File: config.mk
export PLATFORM = sky130hd
export DESIGN_NAME = ctrl_flat
export DESIGN_NICKNAME = d
export VERILOG_FILES = /design/src/rtl/ctrl_pkg.sv /design/src/rtl/ctrl_if.sv /design/src/rtl/ctrl.sv /design/src/flat_wrapper.sv
export SDC_FILE = /design/constraint.sdc
export NUM_CORES = 1
export LEC_CHECK = 0
export ABC_AREA = 1
export CAP_MARGIN = 10
export CORE_UTILIZATION = 40
export CTS_CLUSTER_SIZE = 25
export DETAILED_ROUTE_END_ITERATION = 6
export PLACE_DENSITY = 0.74
export SLEW_MARGIN = 10
export SYNTH_ARGS = -nofsm -noshare
export SYNTH_HDL_FRONTEND = slang
export SYNTH_SLANG_ARGS = --single-unit
File: constraint.sdc
create_clock -name clk -period 8.12 [get_ports clk]
set_input_delay 1.624 -clock clk [delete_from_list [all_inputs] [get_ports clk]]
set_output_delay 1.624 -clock clk [all_outputs]
set_load 0.005 [all_outputs]
File: src/rtl/ctrl_pkg.sv
// Shared constants and types for the pipeline control unit.
// The 2-bit state encodings and NOP word are also used by if_id and id_ex.
package ctrl_pkg;

   localparam logic [1:0]  CTRL_IDLE  = 2'd0;
   localparam logic [1:0]  CTRL_PEND  = 2'd1;
   localparam logic [1:0]  CTRL_FLUSH = 2'd2;
   localparam logic [31:0] INST_NOP   = 32'h0000_0013;

   typedef enum logic [1:0] {
      StIdle  = CTRL_IDLE,
      StPend  = CTRL_PEND,
      StFlush = CTRL_FLUSH
   } ctrl_state_e;

   // Increment that sticks at all-ones instead of wrapping.
   function automatic logic [31:0] sat_inc(input logic [31:0] val);
      return (val == 32'hFFFF_FFFF) ? val : val + 32'd1;
   endfunction

endpackage

File: src/rtl/ctrl_if.sv
// Redirect/stall request bundle from execute and bus, plus the control outputs.
// The slave modport is the control unit; master is the requesting side.
interface ctrl_if;

   logic        jump_en_i;
   logic [31:0] jump_addr_i;
   logic        hold_flag_ex_i;
   logic        hold_flag_bus_i;
   logic        jump_en_o;
   logic [31:0] jump_addr_o;
   logic        flush_o;
   logic        hold_pc_o;
   logic        hold_if_id_o;
   logic        hold_id_ex_o;
   logic [31:0] stall_cnt_o;

   modport slave (
      input  jump_en_i, jump_addr_i, hold_flag_ex_i, hold_flag_bus_i,
      output jump_en_o, jump_addr_o, flush_o, hold_pc_o, hold_if_id_o, hold_id_ex_o,
      output stall_cnt_o
   );

   modport master (
      output jump_en_i, jump_addr_i, hold_flag_ex_i, hold_flag_bus_i,
      input  jump_en_o, jump_addr_o, flush_o, hold_pc_o, hold_if_id_o, hold_id_ex_o,
      input  stall_cnt_o
   );

endinterface

File: src/rtl/ctrl.sv
// Pipeline control: PC redirect, if_id/id_ex flush, stage hold and stall counting.
// A redirect that meets a hold is parked in PEND and issued when the hold drops.
module ctrl
   import ctrl_pkg::*;
#(
   parameter int unsigned FLUSH_CYCLES = 2
) (
   input  logic  clk,
   input  logic  rst,
   ctrl_if.slave ctrl_io
);

   localparam logic [2:0] FlushInit = 3'(FLUSH_CYCLES - 1);

   ctrl_state_e state_q, state_d;
   logic [31:0] pend_addr_q, pend_addr_d;
   logic [2:0]  flush_cnt_q, flush_cnt_d;
   logic [31:0] stall_cnt_q, stall_cnt_d;

   logic        hold_any;
   logic        jump_en;
   logic [31:0] jump_addr;
   logic        flush;

   assign hold_any = ctrl_io.hold_flag_ex_i | ctrl_io.hold_flag_bus_i;

   always_comb begin
      state_d     = state_q;
      pend_addr_d = pend_addr_q;
      flush_cnt_d = flush_cnt_q;
      jump_en     = 1'b0;
      jump_addr   = 32'd0;
      flush       = 1'b0;

      unique case (state_q)
         StIdle: begin
            if (ctrl_io.jump_en_i) begin
               if (hold_any) begin
                  pend_addr_d = ctrl_io.jump_addr_i;
                  state_d     = StPend;
               end else begin
                  jump_en   = 1'b1;
                  jump_addr = ctrl_io.jump_addr_i;
                  flush     = 1'b1;
                  if (FLUSH_CYCLES > 1) begin
                     state_d     = StFlush;
                     flush_cnt_d = FlushInit;
                  end
               end
            end
         end
         StPend: begin
            if (!hold_any) begin
               jump_en   = 1'b1;
               jump_addr = pend_addr_q;
               flush     = 1'b1;
               if (FLUSH_CYCLES > 1) begin
                  state_d     = StFlush;
                  flush_cnt_d = FlushInit;
               end else begin
                  state_d = StIdle;
               end
            end
         end
         StFlush: begin
            // New jumps here come from squashed instructions and are dropped.
            flush = 1'b1;
            if (!hold_any) begin
               flush_cnt_d = flush_cnt_q - 3'd1;
               if (flush_cnt_q == 3'd1) begin
                  state_d = StIdle;
               end
            end
         end
         default: state_d = StIdle;
      endcase
   end

   assign stall_cnt_d = hold_any ? sat_inc(stall_cnt_q) : stall_cnt_q;

   always_ff @(posedge clk or posedge rst) begin
      if (rst) begin
         state_q     <= StIdle;
         pend_addr_q <= 32'd0;
         flush_cnt_q <= 3'd0;
         stall_cnt_q <= 32'd0;
      end else begin
         state_q     <= state_d;
         pend_addr_q <= pend_addr_d;
         flush_cnt_q <= flush_cnt_d;
         stall_cnt_q <= stall_cnt_d;
      end
   end

   assign ctrl_io.jump_en_o    = jump_en & ~rst;
   assign ctrl_io.jump_addr_o  = rst ? 32'd0 : jump_addr;
   assign ctrl_io.flush_o      = flush & ~rst;
   assign ctrl_io.hold_pc_o    = hold_any & ~rst;
   assign ctrl_io.hold_if_id_o = hold_any & ~rst;
   assign ctrl_io.hold_id_ex_o = hold_any & ~rst;
   assign ctrl_io.stall_cnt_o  = stall_cnt_q;

endmodule

File: src/flat_wrapper.sv
// flat-port wrapper written by rule: the top's interface ports become plain ports
module ctrl_flat import ctrl_pkg::*;
#(
   parameter int unsigned FLUSH_CYCLES = 2
)
  (clk, rst, ctrl_io_jump_en_i, ctrl_io_jump_addr_i, ctrl_io_hold_flag_ex_i, ctrl_io_hold_flag_bus_i, ctrl_io_jump_en_o, ctrl_io_jump_addr_o, ctrl_io_flush_o, ctrl_io_hold_pc_o, ctrl_io_hold_if_id_o, ctrl_io_hold_id_ex_o, ctrl_io_stall_cnt_o);
  ctrl_if ctrl_io_i ();
  input  logic clk;
  input  logic rst;
  input wire logic [$bits(ctrl_io_i.jump_en_i)-1:0] ctrl_io_jump_en_i;
  input wire logic [$bits(ctrl_io_i.jump_addr_i)-1:0] ctrl_io_jump_addr_i;
  input wire logic [$bits(ctrl_io_i.hold_flag_ex_i)-1:0] ctrl_io_hold_flag_ex_i;
  input wire logic [$bits(ctrl_io_i.hold_flag_bus_i)-1:0] ctrl_io_hold_flag_bus_i;
  output wire logic [$bits(ctrl_io_i.jump_en_o)-1:0] ctrl_io_jump_en_o;
  output wire logic [$bits(ctrl_io_i.jump_addr_o)-1:0] ctrl_io_jump_addr_o;
  output wire logic [$bits(ctrl_io_i.flush_o)-1:0] ctrl_io_flush_o;
  output wire logic [$bits(ctrl_io_i.hold_pc_o)-1:0] ctrl_io_hold_pc_o;
  output wire logic [$bits(ctrl_io_i.hold_if_id_o)-1:0] ctrl_io_hold_if_id_o;
  output wire logic [$bits(ctrl_io_i.hold_id_ex_o)-1:0] ctrl_io_hold_id_ex_o;
  output wire logic [$bits(ctrl_io_i.stall_cnt_o)-1:0] ctrl_io_stall_cnt_o;
  assign ctrl_io_i.jump_en_i = ctrl_io_jump_en_i;
  assign ctrl_io_i.jump_addr_i = ctrl_io_jump_addr_i;
  assign ctrl_io_i.hold_flag_ex_i = ctrl_io_hold_flag_ex_i;
  assign ctrl_io_i.hold_flag_bus_i = ctrl_io_hold_flag_bus_i;
  assign ctrl_io_jump_en_o = ctrl_io_i.jump_en_o;
  assign ctrl_io_jump_addr_o = ctrl_io_i.jump_addr_o;
  assign ctrl_io_flush_o = ctrl_io_i.flush_o;
  assign ctrl_io_hold_pc_o = ctrl_io_i.hold_pc_o;
  assign ctrl_io_hold_if_id_o = ctrl_io_i.hold_if_id_o;
  assign ctrl_io_hold_id_ex_o = ctrl_io_i.hold_id_ex_o;
  assign ctrl_io_stall_cnt_o = ctrl_io_i.stall_cnt_o;
  ctrl #(.FLUSH_CYCLES(FLUSH_CYCLES)) u_core (.clk(clk), .rst(rst), .ctrl_io(ctrl_io_i));
endmodule
==> run metrics, run 1 <==
ANT nets after route 0; Slew HR approximately 50%; FMAX 0.178 GHz; RSZ-0062 raised after global routing no; worst hold path type flop to flop; cell count after synthesis roughly 540; full die area roughly 11000 sq um; main combinational cell family by area after synthesis simple AND/OR/NAND/NOR gates; DRT Wirelength ~11 mm; Post-CTS Hold Fix Bufs 0; Worst Hold Depth 1; switching share of power 30.2%; area share of and/or/nand/nor cells after synthesis 31.8%; mean post-synth cell area roughly 7.7 sq um; most frequent cell after synthesis nand2_1; Mapped Area about 4100 sq um; Crit Path Max Fanout 33; Reg2Reg Depth 10; Tmin final ~5.6 ns; synth-to-layout area growth 32.3%; Post-Synthesis Net Count just under 600; CP arrival around 4.0 ns; Layout Nets 675; Pre-Repair DR Iteration Count 5; port buffer count roughly 110; grt total ovfl 0; initial drt markers 232; vias per cell approximately 5.0; top cells by count, synth 190 x nand2_1, 89 x nor2_1, 69 x dfrtp_1; worst hold slack 0.515 ns; buffer count from post-CTS setup fixing 0; Startpoint Class input port; Slew Limit Fails 0; Worst-Skew Late Latency about 0.36 ns; Core Area a little under 10000 sq um; Pleak around 0.0023 uW; antenna cells 0; complex-gate fraction of the synthesized area 7.58%; # resized after CTS 0; Int Power just under 800 uW; adder-cell area share of the yosys netlist less than 1%; Synth area leader dfrtp_1; final setup vio count 0; Flop pwr share a little under half; Setup TNS 0 ns; power per cell area 206 nW/um^2; Post-synth EDFFs 0; Synth cell types 29; CTS tree done; critical path class input port to output pin; CP max stage delay 0.60 ns; final-report hold violation count 0; GPL Wtd Cong between 0.8 and 0.9; die width 104 um; Starting Density 41.8%; CP bufs+invs 3; CTS buffer count 9; Max Root-Sink Buffers 2; status finished clean; first-pass GRT wire length 18.0 mm; period utilization between 60% and 70%; cell family with most CP delay buffers and inverters; largest net degree at the start of global routing 44; Worst Path Required around 6.5 ns; flops & latches, synth between 60 and 70; worst vdd ir between 100 and 150 uV; DR vias just under 4000; share of cells above drive strength 1 a little under an eighth; CTS Sinks between 60 and 70; Seq/Total Area, Yosys roughly two fifths; Post-Synth XOR/XNOR Area 2.96%; htree depth 3; Logic pwr share roughly 25%; Worst path slowest cell nor2_4; YS warnings 0; worst-path cell chain clkdlybuf4s50_1, nor2_2, inv_2, nor2_4, nor2_1, a21oi_1, clkdlybuf4s50_1; die height 104 um; power share of the clock group between 20% and 30%; total track usage between 20 and 25%; hpwl dp approximately 7.9 mm; cell count along the critical path 7; vias in the first global route between 3000 and 4000; total of max-cap violations 0; Synth async-reset ratio between 90% and 100%; CTS clock-pin slew for the worst setup and hold paths ~0.08 ns; Slew @ Worst Pin 0.751 ns; crit path capture type output pin; Primary FF master, synth dfrtp_1; synth top area cells dfrtp_1 42%, nand2_1 17%, mux2_2 8.7%; drt wl/cell between 10 and 15 um; top-area cell type share of the netlist area 41.7%; root buffer cell clkbuf_8; Final Skew roughly 0.0073 ns; CP most frequent cell clkdlybuf4s50_1; initial antenna violation count 0; row count 36; detailed-route DRC error count 0; multiplexer share of the synthesized area under 10%; NetSw about 340 uW; IO Count ~110
==> cells by family (layout without fill, tap and decap cells) <==
logic type | Yosys count | in the layout
xor gates and xnor gates | 14 | 14
and+or+nand+nor | 320 | 320
DFF | 69 | 69
muxes | 32 | 32
adders and majority gates | 3 | 3
buffers and inverters | 53 | 156
AOI/OAI and AO/OA | 46 | 46
==> state kept, by name, summed over array words and instances, names as in the netlist <==
register                    flops
u_core.state_q                  2
u_core.pend_addr_q             32
u_core.flush_cnt_q              3
u_core.ctrl_io.stall_cnt_o     32
==> placed cells by master (no fill, tap or decap) <==
cell / n
clkbuf_8: 10
inv_2: 3
a21oi_1: 4
nand4_1: 1
o211ai_1: 1
nand2_4: 2
clkinvlp_4: 1
inv_1: 29
o22ai_1: 1
xnor2_1: 5
nand2_1: 190
ha_1: 3
nor2_4: 5
nor3b_1: 1
nor2_1: 87
inv_6: 2
clkdlybuf4s50_1: 104
clkinv_4: 2
nand2_2: 10
xor2_1: 9
buf_4: 2
and2_1: 1
a22oi_1: 32
buf_2: 1
mux2_2: 32
nand2_8: 1
nor2_2: 3
dfrtp_1: 69
o21ai_0: 8
nand3_1: 19
bufinv_16: 2
==> power groups by stage <==
stage	clock [uW]	combinational, uW	sequential (uW)
after floorplan	0	195	503
after global placement	0	271	519
after detailed placement	0	286	524
after CTS	333	288	517
after global routing	347	316	530
final	327	284	519
==> final timing paths <==
check	startpoint	endpoint	slack (ns)
setup / recovery	ctrl_io_hold_flag_bus_i	ctrl_io_flush_o	2.49
hold / removal	u_core.pend_addr_q[7]	u_core.pend_addr_q[7]	0.51
setup reg to reg	u_core.ctrl_io.stall_cnt_o[0]	u_core.ctrl_io.stall_cnt_o[12]	6.12
hold reg to reg	u_core.pend_addr_q[7]	u_core.pend_addr_q[7]	0.51
max in group asynchronous	rst	u_core.ctrl_io.stall_cnt_o[0]	5.49
min in group asynchronous	rst	u_core.pend_addr_q[25]	1.65
==> area by class of cell <==
type,instances,area [sq um]
well taps,133,166
multi-input cells,415,2170
flip-flops and latches,69,1730
repair buffers,107,1060
fillers,942,4430
clock inverters,6,93.8
inverters,33,129
clock buffers,10,138
==> metrics by stage <==
| step | util (%) | area [sq um] | instances | worst slack, ns | total power [uW] |
|---|---|---|---|---|---|
| 2_1_floorplan | - | 4150 | 537 | 3.95 | 698 |
| 3_3_place_gp | 53.0 | 5250 | 757 | 2.19 | 790 |
| 3_5_place_dp | 53.0 | 5250 | 757 | 2.07 | 810 |
| 4_1_cts | 55.3 | 5480 | 773 | 2.03 | 1140 |
| 5_1_grt | 55.3 | 5480 | 773 | 2.31 | 1190 |
| 6_report | 55.3 | 5480 | 773 | 2.49 | 1130 |
==> metal layers <==
layer  track usage, %  wire [um]  share of wire (%)
met1             27.0       4850                 45
met3             4.41        455                4.2
met2             34.3       5310                 49
met5                0          0                  0
met4             5.61        180                1.7
==> worst register-to-register path: stages (launching register included) <==
cell,delay (ns)
dfrtp_1,0.47
ha_1,0.32
inv_2,0.08
nor2_4,0.18
nand2_4,0.09
nor2_4,0.14
nand2_4,0.08
nand2_8,0.19
inv_6,0.18
nand2_1,0.11
nand2_1,0.05
Power figures use the tool's default switching activity.
==> run 2: changes to the inputs <==
clock period = 5.3 ns   (was 8.12 ns; I/O delays follow)
==> run 2 against run 1 <==
Die area unchanged. Clock power up 45%. Largest cell class unchanged. Setup slack got worse by 1.4 ns. Via count up 0.49%. Design area decreased by 0.11%. Highest routed layer unchanged. Sequential share of layout area about the same. Sequential power grew 53%. Critical path type unchanged. Sequential cell count is the same. Largest power group unchanged. Final cell count rose by 0.26%.
==> run metrics, run 2 (synthesized netlist as in run 1, its figures left out) <==
Reg2Reg Depth 10; synth-to-layout area growth 32.1%; Max Root-Sink Buffers 2; FF+latch area 1730 sq um; worst vdd ir about 240 uV; initial antenna violation count 0; worst hold slack approximately 0.51 ns; CP arrival 3.19 ns; grt total ovfl 0; Worst path slowest cell clkdlybuf4s50_1; GPL Wtd Cong 0.889; first-pass GRT wire length roughly 18 mm; largest net degree at the start of global routing between 40 and 50; worst hold path type flop to flop; power per cell area slightly above 300 nW/um^2; die width 104 um; RSZ-0062 raised after global routing no; CTS clock-pin slew for the worst setup and hold paths about 0.070 ns; # resized after CTS 0; drt wl/cell roughly 14 um; Crit Path Max Fanout 33; final-report hold violation count 0; cell family with most CP delay buffers and inverters; Layout Nets between 600 and 700; total track usage 20.9%; final setup vio count 0; CP bufs+invs 4; Slew Limit Fails 0; port buffer count ~110; Area after DPL ~5300 sq um; commonest non-fill, non-tap cells in the layout 190 x nand2_1, 104 x clkdlybuf4s50_1, 87 x nor2_1; CP max stage delay roughly 0.53 ns; crit path capture type output pin; Worst Path Required ~4.2 ns; FMAX roughly 0.24 GHz; total of max-cap violations 0; Worst Hold Depth 1; share of cells above drive strength 1 between 10% and 20%; R2R Setup Slk around 3.3 ns; Tmin final approximately 4.3 ns; DRT Wirelength around 11 mm; worst-path cell chain clkdlybuf4s50_1, nor2_2, inv_2, nor2_2, buf_4, a22oi_1, nor2_1, clkdlybuf4s50_1; htree depth 3; Slew HR 58.8%; DR vias 3866; Starting Density a little over two fifths; critical path class input port to output pin; vias per cell around 5.0; Post-CTS Hold Fix Bufs 0; vias in the first global route ~3800; fill cell count between 900 and 1000; cell count along the critical path 8; status finished clean; Setup TNS 0 ns; period utilization between 80% and 90%; detailed-route DRC error count 0; full die area between 10000 and 15000 sq um; ANT nets after route 0; Startpoint Class input port; CTS buffer count 9; die height between 100 and 150 um; CTS tree done; area of the multi-input gates roughly 2200 sq um; Pleak between 0.002 and 0.0025 uW; Final Skew 0.0111 ns; commonest non-fill, non-tap cell in the layout nand2_1; Pre-Repair DR Iteration Count 4; buffer count from post-CTS setup fixing 0; antenna cells 0; CTS Sinks between 60 and 70; Worst-Skew Late Latency 0.35 ns; final instance area around 5500 sq um; row count 36; Slew @ Worst Pin between 0.6 and 0.7 ns; Core Area 9910 sq um; initial drt markers about 300; hpwl dp 8.00 mm; root buffer cell clkbuf_8; IO Count about 110
## run 2: changes by cell type in the layout (fill, tap and decap cells not counted)
cell | before | now
buf_4 | 2 | 5
clkbuf_1 | 0 | 1
clkbuf_8 | 10 | 9
clkinv_4 | 2 | 1
nor2_2 | 3 | 5
nor2_4 | 5 | 3
## run 2: path summary, 6_finish.rpt
check                                              start                        endpoint
max                              ctrl_io_hold_flag_bus_i         ctrl_io_jump_addr_o[23]
min                               u_core.pend_addr_q[23]          u_core.pend_addr_q[23]
min reg2reg                       u_core.pend_addr_q[23]          u_core.pend_addr_q[23]
min in group asynchronous                            rst   u_core.ctrl_io.stall_cnt_o[7]
max reg2reg                u_core.ctrl_io.stall_cnt_o[0]  u_core.ctrl_io.stall_cnt_o[14]
max in group asynchronous                            rst  u_core.ctrl_io.stall_cnt_o[13]
## run 2: layout make-up
class / instances / share of cell area (%)
Clock inverter: 5 / 1.55
Multi-Input combinational cell: 415 / 39.4
Inverter: 33 / 2.35
Timing Repair Buffer: 110 / 19.8
Clock buffer: 10 / 2.33
Sequential cell: 69 / 31.5
Tap cell: 133 / 3.04
## run 2: power by group
part | total, uW | internal [uW] | switching, uW
clock network | 473 | 265 | 208
logic | 437 | 243 | 194
registers | 793 | 684 | 109
total | 1700 | 1190 | 511
## run 2: metal layers
layer	up-vias	routed length (um)	share of wire (%)	track usage (%)
met1	1847	4760	44	27.0
met4	0	190	1.8	7.65
met2	80	5460	50	34.8
met3	16	431	4.0	3.71
li1	1923	-	-	-
met5	-	0	0	0
## run 2: through the flow
step / util (%) / power [uW] / worst slack (ns) / instances
after floorplan: - / 1070 / 2.10 / 537
after global placement: 53.2 / 1210 / 1.14 / 760
after detailed placement: 53.2 / 1240 / 1.05 / 760
after CTS: 55.3 / 1720 / 1.01 / 775
after global routing: 55.3 / 1800 / 0.912 / 775
final: 55.3 / 1700 / 1.05 / 775
